`src/rtl/or1200_wbmux_pkg.sv`:
```
// Shared definitions for the OR1200 write-back mux with coprocessor handshake:
// source index map, handshake FSM encoding and a small select helper.
package or1200_wbmux_pkg;

   // Write-back source indices
   localparam int unsigned WBSRC_ALU    = 0;
   localparam int unsigned WBSRC_LSU    = 1;
   localparam int unsigned WBSRC_SPRS   = 2;
   localparam int unsigned WBSRC_LR     = 3;
   localparam int unsigned WBSRC_FPU    = 4;
   localparam int unsigned WBSRC_KECCAK = 5;

   // Number of sources defined above; default for NSRC
   localparam int unsigned WBSRC_COUNT  = WBSRC_KECCAK + 1;

   // Coprocessor handshake FSM states
   typedef enum logic [1:0] {
      StIdle  = 2'd0,
      StWait  = 2'd1,
      StReady = 2'd2
   } cop_state_e;

   // True when a select value addresses an existing source
   function automatic logic sel_in_range(input int unsigned sel, input int unsigned nsrc);
      return sel < nsrc;
   endfunction

endpackage

```
`src/rtl/or1200_wbmux_cophs.sv`:
```
// Coprocessor valid/ack handshake: waits for a multi-cycle result, buffers it,
// and aborts with a zero result after TIMEOUT cycles without cop_valid.
module or1200_wbmux_cophs
   import or1200_wbmux_pkg::*;
#(
   parameter int unsigned WIDTH   = 32,
   parameter int unsigned TIMEOUT = 64
) (
   input  logic             i_clk,
   input  logic             i_rst,
   input  logic             i_wb_freeze,
   input  logic             i_cop_req,
   input  logic             i_cop_valid,
   input  logic [WIDTH-1:0] i_cop_data,
   output logic             o_wb_stall,
   output logic             o_cop_ack,
   output logic             o_cop_timeout,
   output logic             o_use_buf,
   output logic [WIDTH-1:0] o_cop_buf
);

   localparam int unsigned CntW = (TIMEOUT > 2) ? $clog2(TIMEOUT) : 1;
   localparam logic [CntW-1:0] CntMax = CntW'(TIMEOUT - 1);

   cop_state_e       r_state;
   logic [CntW-1:0]  r_cnt;
   logic [WIDTH-1:0] r_cop_buf;
   logic             w_cnt_done;

   assign w_cnt_done = (r_cnt == CntMax);

   // State, wait counter and result buffer; counting ignores wb_freeze
   always_ff @(posedge i_clk) begin
      if (i_rst) begin
         r_state   <= StIdle;
         r_cnt     <= '0;
         r_cop_buf <= '0;
      end else begin
         unique case (r_state)
            StIdle: begin
               // Fast path (cop_valid already high) never leaves IDLE
               if (i_cop_req && !i_wb_freeze && !i_cop_valid) begin
                  r_state <= StWait;
                  r_cnt   <= '0;
               end
            end
            StWait: begin
               if (i_cop_valid) begin
                  r_cop_buf <= i_cop_data;
                  r_state   <= StReady;
               end else if (w_cnt_done) begin
                  r_cop_buf <= '0;
                  r_state   <= StReady;
               end else begin
                  r_cnt <= r_cnt + CntW'(1);
               end
            end
            StReady: begin
               // The mux register captures cop_buf on this same edge
               if (!i_wb_freeze) begin
                  r_state <= StIdle;
               end
            end
            default: r_state <= StIdle;
         endcase
      end
   end

   // Handshake outputs decoded from the current state and inputs
   always_comb begin
      o_wb_stall    = (r_state == StWait);
      o_use_buf     = (r_state == StReady);
      o_cop_ack     = 1'b0;
      o_cop_timeout = 1'b0;
      unique case (r_state)
         StIdle: o_cop_ack = i_cop_req && !i_wb_freeze && i_cop_valid;
         StWait: begin
            o_cop_ack     = i_cop_valid;
            o_cop_timeout = !i_cop_valid && w_cnt_done;
         end
         default: ;
      endcase
   end

   assign o_cop_buf = r_cop_buf;

endmodule

```
`src/rtl/or1200_wbmux_cop.sv`:
```
// OR1200 write-back mux: selects one of NSRC result sources for the register
// file, registers it for forwarding, and stalls WB for a multi-cycle coprocessor.
module or1200_wbmux_cop
   import or1200_wbmux_pkg::*;
#(
   parameter int unsigned WIDTH   = 32,
   parameter int unsigned NSRC    = WBSRC_COUNT,
   parameter int unsigned SEL_W   = 3,
   parameter int unsigned COP_SRC = WBSRC_KECCAK,
   parameter int unsigned TIMEOUT = 64
) (
   input  logic                  i_clk,
   input  logic                  i_rst,
   input  logic                  i_wb_freeze,
   input  logic [SEL_W:0]        i_rfwb_op,
   input  logic [NSRC*WIDTH-1:0] i_muxin,
   input  logic                  i_cop_valid,
   output logic                  o_cop_ack,
   output logic                  o_wb_stall,
   output logic                  o_cop_timeout,
   output logic                  o_sel_err,
   output logic [WIDTH-1:0]      o_muxout,
   output logic [WIDTH-1:0]      o_muxreg,
   output logic                  o_muxreg_valid
);

   logic [SEL_W-1:0] w_sel;
   logic             w_we;
   logic             w_sel_ok;
   logic             w_cop_sel;
   logic             w_cop_req;
   logic [WIDTH-1:0] w_cop_data;
   logic [WIDTH-1:0] w_src_data;
   logic [WIDTH-1:0] w_muxout;
   logic             w_wb_stall;
   logic             w_use_buf;
   logic [WIDTH-1:0] w_cop_buf;
   logic [WIDTH-1:0] r_muxreg;
   logic             r_muxreg_valid;

   assign w_sel      = i_rfwb_op[SEL_W:1];
   assign w_we       = i_rfwb_op[0];
   assign w_sel_ok   = sel_in_range(32'(w_sel), NSRC);
   assign w_cop_sel  = (32'(w_sel) == COP_SRC);
   assign w_cop_req  = w_we && w_cop_sel;
   assign w_cop_data = i_muxin[COP_SRC*WIDTH +: WIDTH];

   or1200_wbmux_cophs #(
      .WIDTH   (WIDTH),
      .TIMEOUT (TIMEOUT)
   ) u_cophs (
      .i_clk         (i_clk),
      .i_rst         (i_rst),
      .i_wb_freeze   (i_wb_freeze),
      .i_cop_req     (w_cop_req),
      .i_cop_valid   (i_cop_valid),
      .i_cop_data    (w_cop_data),
      .o_wb_stall    (w_wb_stall),
      .o_cop_ack     (o_cop_ack),
      .o_cop_timeout (o_cop_timeout),
      .o_use_buf     (w_use_buf),
      .o_cop_buf     (w_cop_buf)
   );

   // N-way source select; out-of-range selects yield zero
   always_comb begin
      w_src_data = '0;
      for (int i = 0; i < int'(NSRC); i++) begin
         if (int'(w_sel) == i) begin
            w_src_data = i_muxin[i*WIDTH +: WIDTH];
         end
      end
   end

   // Coprocessor select reads the live input, the buffer, or zero while waiting
   always_comb begin
      w_muxout = w_src_data;
      if (w_cop_sel) begin
         if (w_use_buf) begin
            w_muxout = w_cop_buf;
         end else if (w_wb_stall) begin
            w_muxout = '0;
         end else begin
            w_muxout = w_cop_data;
         end
      end
   end

   // Forwarding register; holds across freeze and coprocessor stall
   always_ff @(posedge i_clk) begin
      if (i_rst) begin
         r_muxreg       <= '0;
         r_muxreg_valid <= 1'b0;
      end else if (!i_wb_freeze && !w_wb_stall) begin
         r_muxreg       <= w_muxout;
         r_muxreg_valid <= w_we && w_sel_ok;
      end
   end

   assign o_sel_err      = w_we && !w_sel_ok;
   assign o_muxout       = w_muxout;
   assign o_wb_stall     = w_wb_stall;
   assign o_muxreg       = r_muxreg;
   assign o_muxreg_valid = r_muxreg_valid;

endmodule

```
`config.mk`:
```
export PLATFORM = sky130hd
export DESIGN_NAME = or1200_wbmux_cop
export DESIGN_NICKNAME = d
export VERILOG_FILES = /design/src/rtl/or1200_wbmux_pkg.sv /design/src/rtl/or1200_wbmux_cophs.sv /design/src/rtl/or1200_wbmux_cop.sv
export SDC_FILE = /design/constraint.sdc
export NUM_CORES = 1
export LEC_CHECK = 0
export CAP_MARGIN = 20
export CORE_MARGIN = 2
export CORE_UTILIZATION = 35
export CTS_CLUSTER_SIZE = 40
export DETAILED_ROUTE_END_ITERATION = 7
export PLACE_DENSITY = 0.7
export SLEW_MARGIN = 10
export SYNTH_ARGS = -nofsm -noshare
export SYNTH_HDL_FRONTEND = slang
export SYNTH_HIERARCHICAL = 1
export SYNTH_SLANG_ARGS = --single-unit
```
`constraint.sdc`:
```
create_clock -name i_clk -period 6.23 [get_ports i_clk]
set_clock_uncertainty 0.2 [all_clocks]
set_input_delay 1.5575 -clock i_clk [delete_from_list [all_inputs] [get_ports i_clk]]
set_output_delay 1.5575 -clock i_clk [all_outputs]
set_load 0.05 [all_outputs]
```
==> Word-level counts from Yosys, hierarchy flattened <==
Index checks and enable logic that the tools add are counted.
{ "word_totals": {"ff_bits": 73, "inputBits": 200, "out_inout_bits": 69, "elab_cells": 62} }
{ "classes": {"add_sub_neg": 1, "order_cmp": 1, "n_eq_ne": 14, "muxes": 22, "n_reduce_logical": 19} }
{ "op_table": {"columns": ["cell", "n"], "rows": [
  ["two-way mux 32 bit", 11],
  ["two-way mux 6 bit", 3],
  ["equality test 3 bit (second input constant)", 5],
  ["case mux 6 bit (2 select lines)", 1],
  ["logical AND 1 bit", 8],
  ["two-way mux 2 bit", 4],
  ["adder 6 x 1 -> 6 bit (second input constant)", 1],
  ["equality test 6 bit (second input constant)", 1],
  ["!= test 2 bit (second input constant)", 3],
  ["case mux 2 bit (3 select lines)", 1],
  ["zero test 1 bit", 4],
  ["AND reduction 4 bit", 1],
  ["nonzero test 2 bit", 2],
  ["equality test 3 x 2 -> 1 bit (second input constant)", 1],
  ["zero test 3 bit", 1],
  ["< comparator 3 bit (second input constant)", 1],
  ["!= test 3 x 2 -> 1 bit (second input constant)", 1],
  ["AND reduction 3 bit", 1],
  ["equality test 2 x 1 -> 1 bit (second input constant)", 1],
  ["equality test 2 bit (second input constant)", 1],
  ["zero test 2 bit", 1],
  ["!= test 2 x 1 -> 1 bit (second input constant)", 1],
  ["case mux 1 bit (2 select lines)", 1],
  ["AND reduction 2 bit", 1],
  ["two-way mux 1 bit", 1]
]} }

==> Depth between registers and ports, before layout <==
Gate-level depths: netlist of the first run.
{ "depth": {"word_depth": 8, "depth_mapped": 9} }

==> By module <==
Netlist of the first run, hierarchy kept.
{ "modules_own_cells": {"columns": ["module", "n_inst", "cells_per_inst", "area_each_um2", "seq_area_each_um2"], "rows": [
  ["or1200_wbmux_cop", 1, 461, 3614.7, 660.6],
  ["or1200_wbmux_cophs", 1, 193, 1635.3, 800.8]
]} }

==> Worst setup path after synthesis of the first run <==
No wires, ideal clock.
{ "synth_path": {"path_type": "input-to-output", "from": "input i_rfwb_op[3]", "to": "output o_cop_ack", "t_arrival_ns": 3.607, "required_time_ns": 4.472, "path_slack_ns": 0.865, "path_stages": 8, "cell_sequence": "buf_4 > buf_6 > nand2_1 > nor2_2 > buf_4 > and2_1 > a21oi_1 > nor3b_1"} }
{ "synth_via": {"elab_chain_len": 5} }
{ "synth_lines": {"columns": ["item", "line", "text"], "rows": [
  ["from (decl)", "or1200_wbmux_cop.sv:15", "input logic [SEL_W:0] i_rfwb_op,"],
  ["equality test 3 bit", "or1200_wbmux_cop.sv:44", "assign w_cop_sel = (32'(w_sel) == COP_SRC);"],
  ["logical AND 1 bit", "or1200_wbmux_cop.sv:45", "assign w_cop_req = w_we && w_cop_sel;"],
  ["net w_cop_req", "or1200_wbmux_cop.sv:31", "logic w_cop_req;"],
  ["logical AND 1 bit (2 in a row)", "or1200_wbmux_cophs.sv:76", "StIdle: o_cop_ack = i_cop_req && !i_wb_freeze && i_cop_valid;"],
  ["case mux 1 bit (2 select lines)", "or1200_wbmux_cophs.sv:75", "unique case (r_state)"],
  ["to (decl)", "or1200_wbmux_cop.sv:18", "output logic o_cop_ack,"]
]} }
The timed path passes the listed nets, and every way through them passes these cells.

==> Worst setup path after layout of the first run <==
{ "layout_path": {"from": "input i_rfwb_op[1]", "to": "output o_muxout[24]"} }
{ "layout_via": {"elab_chain_len": 8, "word_cells_on_any_way": 14, "classes_between": "eq/ne (6); mux (7); reduce/logical (1)"} }
{ "layout_lines": {"columns": ["item", "line", "text"], "rows": [
  ["zero test 3 bit", "or1200_wbmux_cop.sv:69", "if (int'(w_sel) == i) begin"],
  ["two-way mux 32 bit (6 in a row)", "or1200_wbmux_cop.sv:69", null],
  ["two-way mux 32 bit (*)", "or1200_wbmux_cop.sv:78", "if (w_cop_sel) begin"],
  ["to (decl)", "or1200_wbmux_cop.sv:22", "output logic [WIDTH-1:0] o_muxout,"]
]} }
Mark *: on every way between the ends. The rest lies on a longest branch, timed or not.

==> results of run 1 <==
## Yosys cell counts, types with 3 or more instances
| master | count | share of area (%) |
|---|---|---|
| buf_2 | 23 | 2.2 |
| a221oi_2 | 8 | 2.3 |
| a311oi_1 | 3 | 0.50 |
| dfxtp_1 | 73 | 28 |
| a21o_1 | 19 | 2.7 |
| a221oi_1 | 23 | 3.8 |
| a22o_1 | 22 | 3.7 |
| buf_1 | 3 | 0.21 |
| nand3_1 | 35 | 3.3 |
| nand2b_1 | 3 | 0.36 |
| mux2_2 | 20 | 4.3 |
| nor2_1 | 47 | 3.4 |
| buf_6 | 12 | 2.6 |
| and3_1 | 3 | 0.36 |
| buf_4 | 9 | 1.3 |
| clkbuf_1 | 19 | 1.4 |
| nor2b_1 | 3 | 0.36 |
| o21ai_1 | 9 | 0.86 |
| o21ai_0 | 6 | 0.57 |
| o221ai_1 | 20 | 3.3 |
| o31ai_2 | 8 | 1.9 |
| nand2_1 | 79 | 5.6 |
| inv_1 | 22 | 1.6 |
| mux2i_1 | 45 | 8.6 |
| a21oi_1 | 77 | 7.3 |
| a22oi_1 | 30 | 4.3 |
| nor3b_1 | 3 | 0.43 |
## cells in the final DEF (no fill, tap or decap), types with 3 or more instances in the layout
cell | Yosys | routed
a22oi_1 | 30 | 30
nand3_1 | 35 | 35
mux2i_1 | 45 | 45
dfxtp_1 | 73 | 73
o21ai_1 | 9 | 9
a221oi_2 | 8 | 8
buf_2 | 23 | 4
clkbuf_16 | 0 | 9
buf_12 | 0 | 21
o31ai_2 | 8 | 8
mux2_2 | 20 | 20
nand2b_1 | 3 | 3
inv_1 | 22 | 22
a21o_1 | 19 | 19
and3_1 | 3 | 3
a311oi_1 | 3 | 3
o221ai_1 | 20 | 20
o21ai_0 | 6 | 6
buf_4 | 9 | 30
a22o_1 | 22 | 22
a21oi_1 | 77 | 77
nor2_2 | 2 | 3
clkdlybuf4s50_1 | 0 | 232
nor3b_1 | 3 | 3
nand2_1 | 79 | 79
nor2_1 | 47 | 46
a221oi_1 | 23 | 23
## power groups by stage
| stage | Combinational [mW] | Sequential [mW] | Clock [mW] |
|---|---|---|---|
| after CTS | 0.585 | 0.491 | 0.538 |
| after floorplan | 0.249 | 0.552 | 0 |
| after global routing | 0.614 | 0.492 | 0.559 |
| final | 0.585 | 0.491 | 0.529 |
| after global placement | 0.581 | 0.501 | 0 |
| after detailed placement | 0.583 | 0.501 | 0 |
## kinds of logic after synthesis
family                   after synthesis  synth area share [%]
flip-flops                            73                  27.8
AO/OA/AOI/OAI                        234                  33.4
AND/OR/NAND/NOR                      191                  16.3
multiplexers                          65                  12.9
adder cells (fa/ha/maj)                1                 0.238
buffers and inverters                 90                  9.34
## worst max-delay path, cell delays in order
cell	delay, ns
buf_2	0.21
buf_4	0.23
nor2_1	0.64
a22oi_1	0.22
nand2_1	0.16
nor2_1	0.05
clkdlybuf4s50_1	0.70
## metal layers
layer / GRT usage [%] / routed length, µm
met3: 5.10 / 1630
met4: 6.98 / 376
met2: 41.4 / 10100
met5: 0 / 0
met1: 35.2 / 9540
## through the flow
stage	std cells	utilization [%]	setup slack, ns	power (mW)
2_1_floorplan	654	-	0.865	0.801
6_report	1075	57.4	0.693	1.60
3_3_place_gp	1059	55.3	0.715	1.08
4_1_cts	1075	57.4	0.717	1.61
3_5_place_dp	1059	55.3	0.720	1.08
5_1_grt	1075	57.4	0.563	1.66
## layout make-up
cell class | instances | area, µm² | area share [%]
clock buffers | 9 | 225 | 2.69
clock inverters | 7 | 77.6 | 0.926
inverters | 24 | 90.1 | 1.08
multi-input cells | 491 | 3300 | 39.4
flip-flops and latches | 73 | 1460 | 17.4
well taps | 184 | 230 | 2.75
repair buffers | 287 | 2990 | 35.7
## worst max path at each step
stage | startpoint | end | slack (ns) | depth (start not counted)
3_5_place_dp | i_rfwb_op[1] | o_muxout[24] | 0.72 | 7
4_1_cts | i_rfwb_op[1] | o_muxout[24] | 0.72 | 7
5_1_grt | i_rfwb_op[1] | o_muxout[24] | 0.56 | 7
2_1_floorplan | i_rfwb_op[3] | o_cop_ack | 0.87 | 8
6_report | i_rfwb_op[1] | o_muxout[24] | 0.69 | 7
3_3_place_gp | i_rfwb_op[1] | o_muxout[24] | 0.71 | 7
## registers in the layout (all words and copies together) (netlist names)
register	count
o_muxreg	32
o_muxreg_valid	1
u_cophs/r_cnt	6
u_cophs/r_state	2
u_cophs/o_cop_buf	32
==> run summary, run 1 <==
maximum buffer depth of the clock tree = 2
Die H = 126 µm
syn_nets = 855
overall die width = 126 µm
r2r startpoint = u_cophs/r_state[1]
Post-CTS Setup Inserts = 0
post-CTS sizing = 0
Final #Nets = 1087
largest net degree at the start of global routing = 49
sequential area share after synthesis = 27.8%
GRT overflow = 0
Tightest Pin Transition = 0.910 ns
area grow syn2layout = 59.5%
vias after detailed routing = 6013
Ys Warns = 6
RD Place Congestion = 0.883
IO Port Bufs = 268
clock share of power = 33.0%
clk_lat worst skew = 0.34 ns
CP startpoint kind = primary input
Initial Util = 36.0%
Slew Viols, Final = 0
Max Fclk = 181 MHz
crit path DAT = 3.78 ns
dpl hpwl = 16.4 mm
Min-Delay Path Class = reg2reg
pwr/cell area = 192 mW/mm²
CTS Sinks = 73
Hold EP = o_muxreg[2]
sw frac = 33.3%
Seq cells post-synth = 73
H-Tree Level Count = 3
Worst R2R Path Depth = 7
share of power burned in registers = 30.6%
synthesized instance count = 654
share of layout cells above drive strength 1 = 13.2%
# hold bufs at CTS = 0
CTS tree = built
First-pass DRT Iterations = 5
status = completed
R2R Path End = o_muxreg[27]
relative slew slack = 39.4%
max cap viols = 0
mapped cell area = 0.00525 mm²
DRT antenna net count = 0
CTS Root Cell = clkbuf_16
drt total wl = 21.6 mm
Leak Pwr = 3.34 nW
hold path cells = 2
Synth cell types = 49
Post-Syn Area per Cell = 8.03 µm²
setup violators final = 0
IO Pins = 269
EDFF count, synth = 0
Setup CP Type = in2out
Fillers = 1317
Initial DRC Count = 552
post-route minimum period = 5.54 ns
Core ar. = 0.0146 mm²
internal power = 1.07 mW
Comb pwr share = 36.4%
Hold Startpoint = o_muxreg[2]
Hold Fails Final Rpt = 0
crit path max fanout = 13
CP Capture Type = output pin
drc violations = 0
ys async rst share = 0%
flop2flop setup slack = 3.73 ns
placed inst area = 0.00807 mm²
die area = 0.0160 mm²
Reg clk slew, reported paths = 0.06 ns
first-pass GRT wire length = 32.5 mm
GRT Util Overall = 25.7%
Ant. Diodes = 0
Site Rows = 44
RSZ-0062 raised after global routing = false
setup TNS = 0 ns
vias in the first global route = 5677
ys flop type = dfxtp_1
CTS Buf Count = 9
initial antenna violation count = 0
Switch Pwr = 0.535 mW
Finished Cell Area = 0.00838 mm²
Wirelength per Cell = 20.1 µm
data required time of the critical path = 4.47 ns
Min Hold Slack = 0.253 ns
drt via density = 5.59
Max VDD drop = 116 µV
share of the clock period used by the worst path = 88.9%
(Power assumes the default switching activity.)
==> run 2: changes to the inputs <==
CORE_ASPECT_RATIO = 0.8   (was default)
==> run 2 against run 1 <==
  * Critical path depth is 3 lower
  * Count of clock-buffer cells in the layout is 3 higher
  * Clock power is 11% lower
  * Die area hardly changed
  * Design area is 0.49% lower
  * First-iteration DRC count is 30% lower
  * Critical path type unchanged
==> run summary, run 2 (same netlist as run 1, synthesis figures left out) <==
post-route minimum period = 5.56 ns (+0.0184 ns)
share of the clock period used by the worst path = 89.2% (+0.29 points)
CP Capture Type = output pin
Site Rows = 40 (-9.1%)
Die H = 114 µm (-10%)
Max VDD drop = 118 µV (+1.7%)
RSZ-0062 raised after global routing = false
H-Tree Level Count = 3 (unchanged)
overall die width = 141 µm (+11%)
Comb pwr share = 37.5% (+1.1 points)
commonest non-fill, non-tap cell in the layout = clkdlybuf4s50_1
data required time of the critical path = 4.47 ns (about the same)
Tightest Pin Transition = 0.966 ns (+0.0559 ns)
Fillers = 1407 (+6.8%)
share of power burned in registers = 31.9% (+1.3 points)
Finished Cell Area = 0.00833 mm² (-0.49%)
Initial Util = 35.3% (-0.67 points)
crit path DAT = 3.80 ns (+0.02 ns)
FF/Latch Area = 0.00146 mm² (unchanged)
drt total wl = 20.3 mm (-6.1%)
maximum buffer depth of the clock tree = 2 (unchanged)
status = completed
Min-Delay Path Class = reg2reg
DRT antenna net count = 0 (unchanged)
IO Port Bufs = 268 (unchanged)
CTS Sinks = 73 (unchanged)
delay-heaviest family, CP = buffers and inverters
Hold Fails Final Rpt = 0 (unchanged)
CTS tree = built
IO Pins = 269 (unchanged)
CTS Buf Count = 9 (unchanged)
relative slew slack = 35.6% (-3.7 points)
most frequent cells in the layout = clkdlybuf4s50_1, nand2_1, a21oi_1
clk_lat worst skew = 0.33 ns (about the same)
CP startpoint kind = primary input
First-pass DRT Iterations = 5 (unchanged)
pwr/cell area = 185 mW/mm² (-3.7%)
multi-input logic area = 0.00331 mm² (+0.34%)
initial antenna violation count = 1 (+1)
Final #Nets = 1084 (-0.28%)
# hold bufs at CTS = 0 (unchanged)
area grow syn2layout = 58.7%
Min Hold Slack = 0.255 ns (+0.00253 ns)
placed inst area = 0.00807 mm² (about the same)
clock share of power = 30.6% (-2.4 points)
Ant. Diodes = 0 (unchanged)
max cap viols = 0 (unchanged)
post-CTS sizing = 0 (unchanged)
Setup CP Type = in2out
crit path max fanout = 19 (+6)
Wirelength per Cell = 18.9 µm (-6.2%)
WP buf/inv = 2 (-1)
setup violators final = 0 (unchanged)
share of layout cells above drive strength 1 = 12.7% (-0.50 points)
CTS Root Cell = clkbuf_16
Max Fclk = 180 MHz (-0.33%)
sw frac = 32.9% (-0.48 points)
drc violations = 0 (unchanged)
Leak Pwr = 3.31 nW (-0.88%)
setup TNS = 0 ns (unchanged)
Slew Viols, Final = 0 (unchanged)
Reg clk slew, reported paths = 0.06 ns (about the same)
worst-path cell chain = buf_2 > nor2_1 > a221oi_1 > clkdlybuf4s50_1
slowest CP cell = clkdlybuf4s50_1
internal power = 1.03 mW (-3.5%)
die area = 0.0160 mm² (about the same)
Post-CTS Setup Inserts = 0 (unchanged)
first-pass GRT wire length = 31.1 mm (-4.3%)
Core ar. = 0.0149 mm² (+1.9%)
GRT Util Overall = 24.4% (-1.3 points)
vias after detailed routing = 5908 (-1.7%)
RD Place Congestion = 0.803 (-9.0%)
largest net degree at the start of global routing = 49 (unchanged)
Worst path max stage delay = 0.90 ns (+0.20 ns)
drt via density = 5.49 (-1.8%)
Initial DRC Count = 386 (-30%)
dpl hpwl = 14.7 mm (-11%)
vias in the first global route = 5697 (+0.35%)
GRT overflow = 0 (unchanged)
Switch Pwr = 0.506 mW (-5.5%)
## run 2: area by class of cell
type | instances | share of cell area (%)
multi-input combinational | 491 | 39.8
timing repair buffer | 284 | 35.6
sequential | 73 | 17.5
clock buffer | 12 | 2.96
tap | 189 | 2.84
inverter | 24 | 1.08
clock inverter | 3 | 0.210
## run 2: power groups by stage
stage | Sequential, mW | Combinational, mW | Clock, mW
floorplan | 0.552 | 0.249 | 0
global placement | 0.501 | 0.576 | 0
detailed placement | 0.501 | 0.578 | 0
CTS | 0.491 | 0.580 | 0.483
global route | 0.492 | 0.609 | 0.503
finish | 0.491 | 0.577 | 0.470
## run 2: metal layers
layer | share of wire, % | vias to the layer above | global-route usage [%]
met5 | 0 | - | 0
met4 | 2.4 | 0 | 7.07
met3 | 8.8 | 34 | 8.23
met2 | 46 | 242 | 39.5
met1 | 43 | 2750 | 31.2
li1 | - | 2882 | -
## run 2: final timing paths
check | start | end | slack (ns) | cells after the start
worst max-delay path | i_rfwb_op[1] | o_muxout[2] | 0.67 | 4
worst min-delay path | o_muxreg[2] | o_muxreg[2] | 0.26 | 2
worst max register to register | u_cophs/r_state[0] | o_muxreg[10] | 3.64 | 6
worst min register to register | o_muxreg[2] | o_muxreg[2] | 0.26 | 2
## run 2: per-stage QoR
| step | total power [mW] | setup slack, ns | utilization [%] | std cells |
|---|---|---|---|---|
| floorplan | 0.801 | 0.865 | - | 654 |
| global placement | 1.08 | 0.649 | 54.3 | 1061 |
| detailed placement | 1.08 | 0.643 | 54.3 | 1061 |
| CTS | 1.55 | 0.660 | 56.1 | 1076 |
| global route | 1.60 | 0.612 | 56.1 | 1076 |
| finish | 1.54 | 0.674 | 56.1 | 1076 |
## run 2: worst reg2reg max path, cell delays in order, from the launching register on
cell	delay, ns
dfxtp_1	0.40
and2b_2	0.86
nor2_4	0.05
buf_4	0.29
a22oi_1	0.36
a21oi_1	0.12
a22o_1	0.20
